[src/rtl/demux_14_stream.sv]
// ---------------------------------------------------------------------------
// demux_14_stream
//   1-to-4 streaming demultiplexer. One valid/ready input stream is routed,
//   word by word, to one of four output lanes chosen by `sel`. Each lane owns
//   a single-entry output register with its own valid/ready handshake and a
//   wrapping count of words delivered to its consumer.
//
// Ports
//   clk        rising-edge clock
//   rst_n      asynchronous active-low reset
//   in_data    input word (DATA_W)
//   sel        destination lane of the current input word
//   in_valid   input word valid
//   in_ready   input can be accepted this cycle (combinational, from sel)
//   out_0..3   lane data registers (DATA_W each)
//   out_valid  per-lane valid, bit N belongs to out_N
//   out_ready  per-lane consumer ready, bit N belongs to out_N
//   cnt_0..3   per-lane delivered-word counters (CNT_W each, wrapping)
// ---------------------------------------------------------------------------
module demux_14_stream #(
    parameter int DATA_W = 8,
    parameter int CNT_W  = 8
) (
    input  logic              clk,
    input  logic              rst_n,
    input  logic [DATA_W-1:0] in_data,
    input  logic [1:0]        sel,
    input  logic              in_valid,
    output logic              in_ready,
    output logic [DATA_W-1:0] out_0,
    output logic [DATA_W-1:0] out_1,
    output logic [DATA_W-1:0] out_2,
    output logic [DATA_W-1:0] out_3,
    output logic [3:0]        out_valid,
    input  logic [3:0]        out_ready,
    output logic [CNT_W-1:0]  cnt_0,
    output logic [CNT_W-1:0]  cnt_1,
    output logic [CNT_W-1:0]  cnt_2,
    output logic [CNT_W-1:0]  cnt_3
);

    logic [DATA_W-1:0] data_r [4];
    logic [CNT_W-1:0]  cnt_r  [4];
    logic [3:0]        valid_r;

    logic [3:0]        free_s;
    logic [3:0]        deliver_s;
    logic [3:0]        load_s;
    logic [3:0]        valid_nxt_s;
    logic              accept_s;

    // Lane handshake decode: a lane is free when empty or draining this cycle,
    // so a full lane whose consumer is ready can take a new word back-to-back.
    always_comb begin
        free_s      = ~valid_r | out_ready;
        deliver_s   = valid_r & out_ready;
        accept_s    = in_valid & free_s[sel];
        load_s      = 4'b0000;
        valid_nxt_s = valid_r;
        for (int i = 0; i < 4; i++) begin
            if (accept_s && (sel == 2'(i))) begin
                load_s[i] = 1'b1;
            end else begin
                load_s[i] = 1'b0;
            end
            // A new word wins over a drain: valid stays high across the edge.
            if (load_s[i]) begin
                valid_nxt_s[i] = 1'b1;
            end else if (deliver_s[i]) begin
                valid_nxt_s[i] = 1'b0;
            end else begin
                valid_nxt_s[i] = valid_r[i];
            end
        end
    end

    // in_ready depends only on lane state and sel, never on in_valid or in_data.
    assign in_ready = free_s[sel];

    // Lane registers: data loads only on accept, counters step on delivery.
    always_ff @(posedge clk or negedge rst_n) begin
        if (!rst_n) begin
            valid_r <= 4'b0000;
            for (int i = 0; i < 4; i++) begin
                data_r[i] <= {DATA_W{1'b0}};
                cnt_r[i]  <= {CNT_W{1'b0}};
            end
        end else begin
            valid_r <= valid_nxt_s;
            for (int i = 0; i < 4; i++) begin
                if (load_s[i]) begin
                    data_r[i] <= in_data;
                end
                if (deliver_s[i]) begin
                    cnt_r[i] <= cnt_r[i] + {{(CNT_W-1){1'b0}}, 1'b1};
                end
            end
        end
    end

    assign out_valid = valid_r;
    assign out_0     = data_r[0];
    assign out_1     = data_r[1];
    assign out_2     = data_r[2];
    assign out_3     = data_r[3];
    assign cnt_0     = cnt_r[0];
    assign cnt_1     = cnt_r[1];
    assign cnt_2     = cnt_r[2];
    assign cnt_3     = cnt_r[3];

endmodule

[config.mk]
export PLATFORM = sky130hd
export DESIGN_NAME = demux_14_stream
export DESIGN_NICKNAME = d
export VERILOG_FILES = /design/src/rtl/demux_14_stream.sv
export SDC_FILE = /design/constraint.sdc
export NUM_CORES = 1
export LEC_CHECK = 0
export CORE_AREA = 2 2 100 102
export DETAILED_ROUTE_END_ITERATION = 12
export DIE_AREA = 0 0 102 104
export PLACE_DENSITY = 0.65
export SETUP_SLACK_MARGIN = 0.3
export SYNTH_ARGS = -nofsm -noshare
export SYNTH_HDL_FRONTEND = slang
export SYNTH_SLANG_ARGS = --single-unit
[constraint.sdc]
create_clock -name clk -period 3.85 [get_ports clk]
set_input_delay 0.9625 -clock clk [delete_from_list [all_inputs] [get_ports clk]]
set_output_delay 0.9625 -clock clk [all_outputs]
set_load 0.05 [all_outputs]
==> impl_metrics.yaml <==
yosys:
  synth_cells: 197
  synth_top_area_cell: "dfrtp_1"
  yosysSeqAreaShare: 0.6143
  synth.distinct_cells: 23
  syn_area_sq_um: 2770
  yosysWarningCount: 0
  synth.area.top_cells: "dfrtp_1 61%, mux2_2 15%, xnor2_1 6.6%"
  synth_top_area_frac: 0.6143
  syn_nets: 218
  ys_ff_latch: 68
  syn_area_per_cell_sq_um: 14.06
final_layout:
  n_antenna_cell: 0
  drive_above_1_share: 0.1980
  final_area_sq_um: 3991
  layout.nets: 314
  fillers: 946
  area_growth_pct: 44.08
clock_network:
  cts_buffers: 9
  cts_buffer_depth: 2
  clk_pin_slew_ps: 70
  cts_tree: "yes"
  postCtsHoldBufs: 0
  postCtsResizedCells: 0
  root_buffer: "clkbuf_8"
  clock-sinks: 68
  post_cts_buffers: 0
  clock_latency_ps: 330
  cts_htree_levels: 3
drt:
  via_per_inst: 4.332
  vias: 1867
  wl_per_cell_um: 13.73
  routed_wl_um: 5916
  antenna_left: 0
  drt_pass1_iterations: 3
  first_iter_violations: 58
  drc: 0
die:
  die_h_um: 104
  ios: 86
  rows: 36
  coreArea_sq_um: 9549
  die-area_sq_um: 10610
  initial_core_util: 0.2901
  die_w_um: 102
global_routing:
  grtUsageMet2: 0.1847
  use_met1: 0.1532
  grt_max_degree: 69
  grt_pass1_wl_um: 9887
  grt_antenna_before_repair: 0
  grt_util_all_layers: 0.1183
  use_met3: 0.04167
  grt_overflow: 0
  grt_most_used_layer: "met2"
  grt_pass1_vias: 1979
placed_design:
  dpl.hpwl_um: 4130
  finalWeightedCongestion: 0.7495
  place_area_sq_um: 3789
  pre_cts_slack_ps: 537.1
  io_buffers: 85
setup_path:
  worstRegToRegCells: 3
  setup.worst_path.class: "input port to output port"
  start_kind: "input port"
  reg2reg_slack_ps: 2220
  crit_required_ps: 2890
  r2r_start: "out_valid[2]"
  worstReg2RegEnd: "out_2[2]"
  crit_arrival_ps: 2350
  cp_max_fo: 4
  end_kind: "output port"
min_path:
  hold_depth: 1
  holdCritStartpoint: "cnt_3[7]"
  min_to: "cnt_3[7]"
  min_path_type: "flip-flop to flip-flop"
power_and_ir_drop:
  p_per_area_nw_per_um2: 702.9
  finalPower_uw: 2806
  ir_drop_v: 0.0003289
  power_leakage_uw: 0.001679
sta:
  fin_setup_tns_ps: 0
  drv_slew: 0
  worstMarginPinSlew_ps: 848.8
  timing.final.crit_share: 0.8607
  clock_skew_ps: 7.886
  fin_crit_ps: 3314
  finalHoldViolCount: 0
  finalSetupViolCount: 0
  holdWs_ps: 466.0
  relSlewSlack: 0.4342
  rsz0062_at_grt: "no"
  maxClockFrequency_mhz: 301.8
  worst_slack_ps: 536.5
run:
  max_cap_viol_count: 0
run_status:
  status: "finished, final reports clean"
[logic make-up (layout without fill, tap and decap cells)]
family                   Yosys count  count (layout)  share of synthesized area
adder cells (fa/ha/maj)            4               4                    0.01807
buffers and inverters              2             103                   0.003159
XOR/XNOR                          28              28                    0.08853
AND/OR/NAND/NOR                   56              56                     0.1165
flip-flops                        68              68                     0.6143
multiplexers                      37              37                     0.1558
AO/OA/AOI/OAI                      2               2                   0.003614
[flip-flops by register name (all words and copies together) (netlist names)]
signal / cells
out_1: 8
cnt_1: 8
out_2: 8
cnt_3: 8
out_0: 8
cnt_2: 8
out_3: 8
out_valid: 4
cnt_0: 8
[Yosys cell counts]
cell type / number
dfrtp_1: 68
mux2_2: 36
xnor2_1: 21
nand2_1: 20
nand4_1: 7
xor2_1: 7
and3_1: 5
ha_1: 4
nand2b_1: 4
nand3_1: 4
and4_1: 3
nor2_1: 3
nor3_1: 3
nor3b_4: 2
o21ai_0: 2
and2_1: 1
buf_2: 1
clkbuf_1: 1
mux4_1: 1
nand2_2: 1
nand2_4: 1
nor2b_1: 1
nor3b_1: 1
[worst max-delay path by stage]
stage	from	end	slack, ps	depth (start not counted)
4_1_cts	out_ready[2]	in_ready	530	4
3_3_place_gp	out_ready[0]	in_ready	540	4
6_report	out_ready[2]	in_ready	540	4
5_1_grt	out_ready[0]	in_ready	470	4
3_5_place_dp	out_ready[2]	in_ready	540	4
2_1_floorplan	out_ready[2]	in_ready	1010	2
[critical path, stage by stage]
cell,delay [ps]
clkdlybuf4s50_1,460
nand2b_1,200
mux4_1,520
buf_4,210
[metal layers]
layer | routed length (um) | vias to the layer above
met3 | 378 | 7
met5 | 0 | -
met1 | 2616 | 935
met2 | 2863 | 53
met4 | 58 | 0
li1 | - | 872
[final cells by class]
cell class	instances	area (sq um)	share of cell area
Timing Repair Buffer	87	860.8	0.2157
Tap cell	133	166.4	0.04169
Multi-Input combinational cell	127	1060	0.2655
Sequential cell	68	1702	0.4263
Clock buffer	12	155.1	0.03887
Clock inverter	4	47.55	0.01191
[stage by stage]
step	cells	utilization
after floorplan	197	-
after global placement	415	0.3968
after detailed placement	415	0.3968
after CTS	431	0.4180
after global routing	431	0.4180
final	431	0.4180
[cell usage in the layout (no fill, tap or decap)]
master and n:
clkdlybuf4s50_1 83, dfrtp_1 68, mux2_2 36, xnor2_1 21
nand2_1 20, clkbuf_8 11, nand4_1 7, xor2_1 7
and3_1 5, nand2b_1 4, nand3_1 4, ha_1 4
buf_4 4, and4_1 3, nor3_1 3, nor2_1 3
nor3b_4 2, o21ai_0 2, clkinv_2 2, mux4_1 1
and2_1 1, nor3b_1 1, nand2_2 1, nand2_4 1
nor2b_1 1, clkinvlp_4 1, clkbuf_1 1, bufinv_16 1
[report_power, final]
group          total (uW)  switching, uW  leakage, uW  internal, uW
clock network         589            256     0.000102           333
logic                1190            762     0.000727           427
registers            1030            150     0.000850           878
Note: power is estimated with default switching activity, not from simulation.
